## config.mk

```make
export PLATFORM = sky130hd
export DESIGN_NAME = sdp_ram_fifo_ctrl
export DESIGN_NICKNAME = d
export VERILOG_FILES = /design/src/rtl/swin_bram_pkg.sv /design/src/rtl/sdp_skid_fifo.sv /design/src/rtl/sdp_ram_fifo_ctrl.sv
export SDC_FILE = /design/constraint.sdc
export NUM_CORES = 1
export LEC_CHECK = 0
export ABC_CLOCK_PERIOD_IN_PS = 7200
export BUFFER_PORTS_ARGS = -buffer_cell sky130_fd_sc_hd__buf_2
export CAP_MARGIN = 40
export CORE_UTILIZATION = 25
export DETAILED_ROUTE_END_ITERATION = 8
export GPL_ROUTABILITY_DRIVEN = 0
export SYNTH_ARGS = -nofsm -noshare
export SYNTH_HDL_FRONTEND = slang
export SYNTH_SLANG_ARGS = --single-unit
```

## constraint.sdc

```tcl
create_clock -name clk -period 7.2 [get_ports clk]
set_input_delay 1.44 -clock clk [delete_from_list [all_inputs] [get_ports clk]]
set_output_delay 1.44 -clock clk [all_outputs]
set_load 0.02 [all_outputs]
```

## src/rtl/swin_bram_pkg.sv

```systemverilog
// Shared defaults and types for the sliding-window BRAM stream path.
package swin_bram_pkg;

    localparam int unsigned DefMemAddrWidth = 9;
    localparam int unsigned DefMemWordWidth = 64;
    localparam int unsigned DefRdLatency    = 2;
    localparam int unsigned DefDepth        = 2 ** DefMemAddrWidth;

    typedef logic [DefMemWordWidth-1:0] word_t;
    typedef logic [DefMemAddrWidth-1:0] addr_t;

endpackage

```

## src/rtl/sdp_skid_fifo.sv

```systemverilog
// Small registered FIFO that catches words returning from the RAM read pipeline.
module sdp_skid_fifo #(
    parameter int unsigned Depth = 3,
    parameter int unsigned Width = 64,
    parameter int unsigned CntW  = $clog2(Depth + 1)
) (
    input  logic             clk_i,
    input  logic             rst_i,
    input  logic             push_i,
    input  logic [Width-1:0] push_data_i,
    input  logic             pop_i,
    output logic [Width-1:0] pop_data_o,
    output logic [CntW-1:0]  count_o,
    output logic             full_o,
    output logic             empty_o
);

    localparam int unsigned PtrW = (Depth > 1) ? $clog2(Depth) : 1;

    logic [Width-1:0] mem_q [Depth];
    logic [PtrW-1:0]  wptr_q, wptr_d, rptr_q, rptr_d;
    logic [CntW-1:0]  cnt_q, cnt_d;
    logic             push_ok, pop_ok;

    // Depth need not be a power of two, so pointers wrap explicitly.
    function automatic logic [PtrW-1:0] ptr_inc(input logic [PtrW-1:0] p);
        return (p == PtrW'(Depth - 1)) ? '0 : p + 1'b1;
    endfunction

    assign full_o     = (cnt_q == CntW'(Depth));
    assign empty_o    = (cnt_q == '0);
    assign push_ok    = push_i && !full_o;
    assign pop_ok     = pop_i && !empty_o;
    assign pop_data_o = mem_q[rptr_q];
    assign count_o    = cnt_q;

    always_comb begin
        wptr_d = push_ok ? ptr_inc(wptr_q) : wptr_q;
        rptr_d = pop_ok ? ptr_inc(rptr_q) : rptr_q;
        cnt_d  = cnt_q;
        if (push_ok && !pop_ok) begin
            cnt_d = cnt_q + 1'b1;
        end else if (pop_ok && !push_ok) begin
            cnt_d = cnt_q - 1'b1;
        end
    end

    always_ff @(posedge clk_i) begin
        if (rst_i) begin
            wptr_q <= '0;
            rptr_q <= '0;
            cnt_q  <= '0;
        end else begin
            wptr_q <= wptr_d;
            rptr_q <= rptr_d;
            cnt_q  <= cnt_d;
        end
    end

    always_ff @(posedge clk_i) begin
        if (push_ok) begin
            mem_q[wptr_q] <= push_data_i;
        end
    end

endmodule

```

## src/rtl/sdp_ram_fifo_ctrl.sv

```systemverilog
// Stream FIFO controller driving sdp_ram as a circular buffer, with a skid buffer for read latency.
// Define SDP_FIFO_BYPASS_EN to let words skip the RAM while the FIFO is drained.
module sdp_ram_fifo_ctrl
    import swin_bram_pkg::*;
#(
    parameter int unsigned MEM_ADDR_WIDTH = DefMemAddrWidth,
    parameter int unsigned MEM_WORD_WIDTH = DefMemWordWidth,
    parameter int unsigned RD_LATENCY     = DefRdLatency
) (
    input  logic                        clk,
    input  logic                        rst,
    input  logic [MEM_WORD_WIDTH-1:0]   s_data,
    input  logic                        s_valid,
    output logic                        s_ready,
    output logic [MEM_WORD_WIDTH-1:0]   m_data,
    output logic                        m_valid,
    input  logic                        m_ready,
    output logic [MEM_ADDR_WIDTH-1:0]   ram_wr_addr,
    output logic [MEM_WORD_WIDTH-1:0]   ram_wr_data,
    output logic [MEM_WORD_WIDTH/8-1:0] ram_wr_mask,
    output logic                        ram_wr_en,
    output logic [MEM_ADDR_WIDTH-1:0]   ram_rd_addr,
    input  logic [MEM_WORD_WIDTH-1:0]   ram_rd_data,
    output logic [MEM_ADDR_WIDTH+1:0]   level
);

    localparam int unsigned Depth     = 2 ** MEM_ADDR_WIDTH;
    localparam int unsigned CntW      = MEM_ADDR_WIDTH + 1;
    localparam int unsigned SkidDepth = RD_LATENCY + 1;
    localparam int unsigned SkidCntW  = $clog2(SkidDepth + 1);
    localparam int unsigned CreditW   = SkidCntW + 1;

    logic [MEM_ADDR_WIDTH-1:0] wr_ptr_q, wr_ptr_d, rd_ptr_q, rd_ptr_d;
    logic [CntW-1:0]           ram_cnt_q, ram_cnt_d;
    logic [RD_LATENCY-1:0]     vld_q, vld_d;
    logic [MEM_ADDR_WIDTH+1:0] level_q, level_d;
    logic [SkidCntW-1:0]       skid_cnt, inflight;
    logic [CreditW-1:0]        credit_used;
    logic [MEM_WORD_WIDTH-1:0] skid_push_data;
    logic                      skid_full, skid_empty, skid_push;
    logic                      s_fire, m_fire, wr_fire, rd_issue, bypass;

    assign s_ready = !rst && (ram_cnt_q < CntW'(Depth));
    assign s_fire  = s_valid && s_ready;
    assign m_valid = !skid_empty;
    assign m_fire  = m_valid && m_ready;

`ifdef SDP_FIFO_BYPASS_EN
    // Only safe while nothing older sits in the RAM or the read pipe.
    assign bypass = s_fire && (ram_cnt_q == '0) && (vld_q == '0) && !skid_full;
`else
    assign bypass = 1'b0;
`endif

    assign wr_fire     = s_fire && !bypass;
    assign ram_wr_en   = wr_fire;
    assign ram_wr_addr = wr_ptr_q;
    assign ram_wr_data = s_data;
    assign ram_wr_mask = '1;
    assign ram_rd_addr = rd_ptr_q;
    assign level       = level_q;

    always_comb begin
        inflight = '0;
        for (int i = 0; i < int'(RD_LATENCY); i++) begin
            inflight = inflight + SkidCntW'(vld_q[i]);
        end
    end

    // A pop this cycle frees a skid slot at the same edge, which keeps streaming at one word
    // per cycle; without it the skid could never hold a full pipe plus the head word.
    assign credit_used = CreditW'(inflight) + CreditW'(skid_cnt) - CreditW'(m_fire);
    assign rd_issue    = (ram_cnt_q != '0) && (credit_used < CreditW'(RD_LATENCY + 1));

    assign skid_push      = vld_q[RD_LATENCY-1] || bypass;
    assign skid_push_data = bypass ? s_data : ram_rd_data;

    always_comb begin
        wr_ptr_d = wr_fire ? wr_ptr_q + 1'b1 : wr_ptr_q;
        rd_ptr_d = rd_issue ? rd_ptr_q + 1'b1 : rd_ptr_q;

        vld_d    = '0;
        vld_d[0] = rd_issue;
        for (int i = 1; i < int'(RD_LATENCY); i++) begin
            vld_d[i] = vld_q[i-1];
        end

        ram_cnt_d = ram_cnt_q;
        case ({wr_fire, rd_issue})
            2'b10:   ram_cnt_d = ram_cnt_q + 1'b1;
            2'b01:   ram_cnt_d = ram_cnt_q - 1'b1;
            default: ram_cnt_d = ram_cnt_q;
        endcase

        // Every accepted word is held somewhere until popped, so the level tracks the handshakes.
        level_d = level_q;
        case ({s_fire, m_fire})
            2'b10:   level_d = level_q + 1'b1;
            2'b01:   level_d = level_q - 1'b1;
            default: level_d = level_q;
        endcase
    end

    always_ff @(posedge clk) begin
        if (rst) begin
            wr_ptr_q  <= '0;
            rd_ptr_q  <= '0;
            ram_cnt_q <= '0;
            vld_q     <= '0;
            level_q   <= '0;
        end else begin
            wr_ptr_q  <= wr_ptr_d;
            rd_ptr_q  <= rd_ptr_d;
            ram_cnt_q <= ram_cnt_d;
            vld_q     <= vld_d;
            level_q   <= level_d;
        end
    end

    sdp_skid_fifo #(
        .Depth (SkidDepth),
        .Width (MEM_WORD_WIDTH),
        .CntW  (SkidCntW)
    ) u_skid (
        .clk_i       (clk),
        .rst_i       (rst),
        .push_i      (skid_push),
        .push_data_i (skid_push_data),
        .pop_i       (m_fire),
        .pop_data_o  (m_data),
        .count_o     (skid_cnt),
        .full_o      (skid_full),
        .empty_o     (skid_empty)
    );

endmodule

```

=== After elaboration in Yosys (flattened, before gate mapping) ===
Memories as Yosys holds them, arrays and structs flattened. A register that Yosys moved wholly into a read port is not among the register bits.
Cells that the tools add are included.

* Register bits: 47
* Memory bits (writable): 192
* Word-level logic and storage cells: 59
* Memories kept: 1

* $add $sub $neg: 13
* $lt $le $gt $ge: 2
* Equal/unequal tests: 7
* Muxes and demuxes: 10
* Reduce and logical (&&, ||, !) cells: 18

{| class="wikitable"
|+ Memory list
! memory !! words !! width !! read ports !! clocked after Yosys merged registers in !! write ports !! line !! source
|-
| u_skid.mem_q || 3 || 64 || 1 || 1 || 1 || sdp_skid_fifo.sv:20 || <nowiki>logic [Width-1:0] mem_q [Depth];</nowiki>
|}

{| class="wikitable"
|+ Operator list
! operator !! number
|-
| $pmux 11 s2 || 1
|-
| $pmux 10 s2 || 1
|-
| $add 9x1->9 const B || 2
|-
| $mux 2 || 6
|-
| $add 11x1->11 const B || 1
|-
| $sub 11x1->11 const B || 1
|-
| $add 10x1->10 const B || 1
|-
| $eq 2x2->1 const B || 5
|-
| $lt 10x10->1 const B || 1
|-
| $reduce_bool 10->1 || 1
|-
| $sub 10x1->10 const B || 1
|-
| $logic_and 1x1->1 || 8
|-
| $add 2x1->2 const B || 3
|-
| $reduce_bool 2->1 || 3
|-
| $logic_not 1->1 || 5
|-
| $eq 2x1->1 const B || 2
|-
| $add 2x2->3 || 1
|-
| $lt 3x2->1 const B || 1
|-
| $sub 3x1->3 || 1
|-
| $add 1x1->2 || 1
|-
| $logic_not 2->1 || 1
|-
| $mux 1 || 2
|-
| $sub 2x1->2 const B || 1
|}

=== Depth between registers and ports, before layout ===
* Depth after elaboration: 8
* Mapped depth: 18
* Depth with buffers taken out: 18

=== By module ===
From an unflattened synthesis, not the netlist that was laid out.

* Cells, all modules: 840
* Area total of the unflattened synthesis: 10,656.5 um^2

{| class="wikitable"
|+ Modules (own cells, without submodules)
! module !! instances !! cells an instance !! area each (um^2) !! sequential area each (um^2)
|-
| sdp_skid_fifo || 1 || 439 || 7,414.6 || 5,925.7
|-
| sdp_ram_fifo_ctrl || 1 || 401 || 3,241.9 || 820.8
|}

=== Worst setup path after synthesis ===
OpenSTA, ideal clock, no wires.

* Path kind: register -> register
* From: register u_skid.cnt_q[1], in the netlist u_skid.count_o[1]
* To: memory u_skid.mem_q[1][0], enable pin
* Arrival: 5.413 ns
* Setup slack: 1.206 ns
* Stages on the path, launching flop included: 4
* Buffers on the path: 0
* Cells stage by stage: dfxtp_1 > inv_1 > o21ai_0 > nor3b_1

* Cells in the longest elaborated chain, start to end: 5

{| class="wikitable"
|+ Ends and longest elaborated chain
! element !! line !! source
|-
| start: declaration || sdp_skid_fifo.sv:22 || <nowiki>logic [CntW-1:0] cnt_q, cnt_d;</nowiki>
|-
| start signal: assignment || sdp_skid_fifo.sv:56 || <nowiki>cnt_q <= cnt_d;</nowiki>
|-
| $eq 2x2->1 || sdp_skid_fifo.sv:30 || <nowiki>assign full_o = (cnt_q == CntW'(Depth));</nowiki>
|-
| $logic_not 1->1 || sdp_skid_fifo.sv:32 || <nowiki>assign push_ok = push_i && !full_o;</nowiki>
|-
| $logic_and 1x1->1 || sdp_skid_fifo.sv:32 ||
|-
| $mux 1 || sdp_skid_fifo.sv:61 || <nowiki>if (push_ok) begin</nowiki>
|-
| $mux 1 (not written as such) || sdp_skid_fifo.sv:62 || <nowiki>mem_q[wptr_q] <= push_data_i;</nowiki>
|-
| end: declaration || sdp_skid_fifo.sv:20 ||
|}

No other way between the ends.

=== Worst setup path in the final report ===
* From: input port m_ready
* To: register ram_cnt_q[8]

* Cells in the longest elaborated chain, start to end: 6
* Elaborated cells between the ends (all ways): 8
* Those cells by class: add/sub (1); order compare (1); eq/ne (2); mux (1); reduce/logical (3)

{| class="wikitable"
|+ Ends and longest elaborated chain
! element !! line !! source
|-
| start: declaration || sdp_ram_fifo_ctrl.sv:17 || <nowiki>input logic m_ready,</nowiki>
|-
| $logic_and 1x1->1 (*) || sdp_ram_fifo_ctrl.sv:46 || <nowiki>assign m_fire = m_valid && m_ready;</nowiki>
|-
| $sub 3x1->3 (*) || sdp_ram_fifo_ctrl.sv:72 || <nowiki>assign credit_used = CreditW'(inflight) + CreditW'(skid_cnt) - CreditW'(m_fire);</nowiki>
|-
| $lt 3x2->1 (*) || sdp_ram_fifo_ctrl.sv:73 || <nowiki>assign rd_issue = (ram_cnt_q != '0) && (credit_used < CreditW'(RD_LATENCY + 1));</nowiki>
|-
| $logic_and 1x1->1 (*) || sdp_ram_fifo_ctrl.sv:73 ||
|-
| named net rd_issue || sdp_ram_fifo_ctrl.sv:41 || <nowiki>logic s_fire, m_fire, wr_fire, rd_issue, bypass;</nowiki>
|-
| $eq 2x1->1 / $eq 2x2->1 (equally long branches) || sdp_ram_fifo_ctrl.sv:89 || <nowiki>case ({wr_fire, rd_issue})</nowiki>
|-
| $pmux 10 s2 / $reduce_bool 2->1 (equally long branches) || n/a ||
|-
| end signal: assignment || sdp_ram_fifo_ctrl.sv:114 || <nowiki>ram_cnt_q <= ram_cnt_d;</nowiki>
|-
| end: declaration || sdp_ram_fifo_ctrl.sv:34 || <nowiki>logic [CntW-1:0] ram_cnt_q, ram_cnt_d;</nowiki>
|}

Mark *: on every way through the listed nets, which the timed path passes. The rest lies on a longest branch.
A chain may end at the register's enable or synchronous reset.

==> qor.csv <==
metric,value,unit
"most common cell after layout, fill and taps aside",edfxtp_1,
Worst slew margin,47.0,%
CTS tree,built,
first-iteration detailed-routing DRC count,290,
Post-Synthesis Cells,837,
fin crit share,68.6,%
CP endpoint,ram_cnt_q[8],
vias in the first global route,6451,
Crit. End Element,flop,
Hold Crit Class,flop to flop,
IO Pins,300,
crit start category,primary input,
Top Family by Delay on Critical Path,adder cells,
num rows,74,
area of the core,41300,um^2
final hold viol count,0,
Post-Place Setup Slack,1690,ps
insertion delay to the later sink of the worst-skew pair,560,ps
first-pass GRT wire length,35700,um
Die Height,208,um
crit-path max FO,13,
synthesized area,10600,um^2
Final Util,30.1,%
Final min period,4940,ps
Via density,4.37,
Final Max Slew Viols,0,
CTS H-tree depth,1,
Main synth FF type,edfxtp_1,
number of CTS-inserted buffers,28,
WS Path Type,primary input to flop,
CP Depth,17,
RR Endpoint,ram_cnt_q[8],
RSZ-0062 raised after global routing,false,
Least-Margin Pin Slew,794,ps
CP bufs+invs,4,
Syn Area/Cell,12.6,um^2
Routed WL,22900,um
post-cts sizing count,0,
post-CTS setup buffer count,0,
peak supply drop,379,uV
Reg2Reg Launch Point,u_skid.count_o[1],
post-route setup TNS,0,ps
DP HPWL,14500,um
CTS Hold Bufs,0,
"flops & latches, synth",241,
P per Cell Area,382,nW/um^2
register area,6750,um^2
effective utilization at floorplan,25.6,%
fill count,4169,
average routed wire per standard cell,15.3,um
WP data required,7620,ps
LEAKAGE,4.49,nW
most frequent cells in the layout,"edfxtp_1, buf_2, nand2_1, o21ai_0, mux2i_1",
Layout area overhead,17.7,%
worst r2r path cells,17,
Critical Path Start,m_ready,
crit-path cells,"buf_2, nand2_1, inv_1, ha_1, fa_1, inv_1, fa_1, a21oi_2, nand2_1, inv_1, ha_1, ha_1, a21oi_1, o21ai_0, o21ai_0, mux2i_1, o21ai_0",
area of the multi-input gates,3110,um^2
DIE WIDTH,208,um
dpl cells,1444,
achievable clock frequency,202,MHz
clock sinks,241,
Tot GR Track Use,10.4,%
Async SR Flop Fraction,0,%
Max clock buf depth,3,
vias post-DR,6539,
Critical Path Max Stage Delay,450,ps
Root Buffer,clkbuf_16,
status,completed,
Synth cell types,56,
Ys Warns,0,
buffers added on ports,163,
Non-Filler Instances,1497,
maxcap violations,0,
register area share after synthesis,63.8,%
clock slew at reported path FFs,60,ps
First-pass DRT Iterations,4,
CP Data Arrival Time,5360,ps
Critical-path top delay cell,ha_1,
initial antenna violation count,3,
worst reg2reg setup slack,2540,ps
Final nets,1102,
Hold WS,475,ps
largest net degree at the start of global routing,86,
number of flops mapped to enable cells by yosys,192,
Die ar.,43100,um^2
setup ws final,2260,ps
DRC,0,
share of cells above drive strength 1,23.5,%
skew final,14.6,ps
GR Overflow Total,0,
"antenna viol nets, final",0,
final setup vio count,0,
[metrics by stage]
| stage | instance area, um^2 | power (mW) |
|---|---|---|
| floorplan | 10600 | 3.02 |
| global placement | 11500 | 3.36 |
| detailed placement | 11500 | 3.40 |
| CTS | 12400 | 4.82 |
| global route | 12400 | 5.09 |
| finish | 12400 | 4.76 |
[synthesized netlist by cell type (3+ instances only)]
master	number	area, um^2
edfxtp_1	192	5770
nand2_1	95	357
o21ai_0	83	415
buf_4	73	548
mux2i_1	68	681
dfxtp_1	49	981
nor2_1	43	161
a21oi_1	32	160
ha_1	23	288
clkbuf_1	19	71.3
inv_1	18	67.6
xor2_1	18	158
nand4_1	13	81.3
nand3_1	9	45.0
or3_1	8	50.1
buf_2	7	35.0
nor3_1	6	30.0
and2_1	5	31.3
nor2b_1	5	31.3
a21o_1	4	30.0
and3_1	4	25.0
fa_1	4	80.1
nor4_1	4	25.0
o21a_1	4	30.0
xnor2_1	4	35.0
buf_1	3	11.3
nor3b_1	3	22.5
o211ai_1	3	22.5
[power by group]
part / total, mW / switching [mW] / internal, mW
logic: 1.61 / 1.02 / 0.590
clock network: 1.39 / 0.567 / 0.827
registers: 1.75 / 0.0994 / 1.65
[state kept, by name, indices dropped and copies added, names as in the netlist, 9 cells and up, named ones only]
signal and cells:
ram_cnt_q 10, ram_rd_addr 9, level 11, ram_wr_addr 9, u_skid.mem_q 192
[layer usage]
metal | track usage (%) | share of wire [%] | vias up
li1 | - | - | 3176
met1 | 13.1 | 45 | 3101
met2 | 16.5 | 45 | 217
met3 | 4.08 | 8.2 | 39
met4 | 2.43 | 2.0 | 6
met5 | 0 | 0.19 | -
[kinds of logic after synthesis]
| kind of cell | synth area share, % |
|---|---|
| other cells | 0.0355 |
| simple gates | 9.71 |
| mux | 6.54 |
| buf+inv | 7.15 |
| fa+ha+maj | 3.48 |
| compound gates | 7.45 |
| xor+xnor | 1.82 |
| flops | 63.8 |
[worst min-delay path: stages, from the launching register on]
cell and delay, ps:
dfxtp_1 290, inv_1 90, nor2_1 50
[worst min-delay path by stage]
stage	start	endpoint	slack, ps	cells past startpoint
3_3_place_gp	vld_q[0]	vld_q[1]	480	2
5_1_grt	level[5]	level[5]	500	2
6_report	vld_q[0]	vld_q[1]	470	2
2_1_floorplan	ram_cnt_q[8]	ram_cnt_q[8]	450	2
4_1_cts	vld_q[0]	vld_q[1]	480	2
3_5_place_dp	vld_q[0]	vld_q[1]	480	2
[layout make-up]
type | count | area share (%)
Multi-Input combinational cell | 481 | 25.0
Tap cell | 532 | 5.35
Sequential cell | 241 | 54.3
Timing Repair Buffer | 173 | 7.46
Inverter | 18 | 0.543
Clock buffer | 34 | 5.81
Antenna cell | 1 | 0.0201
Clock inverter | 17 | 1.55
No activity file was read; power rests on OpenSTA's default activity.
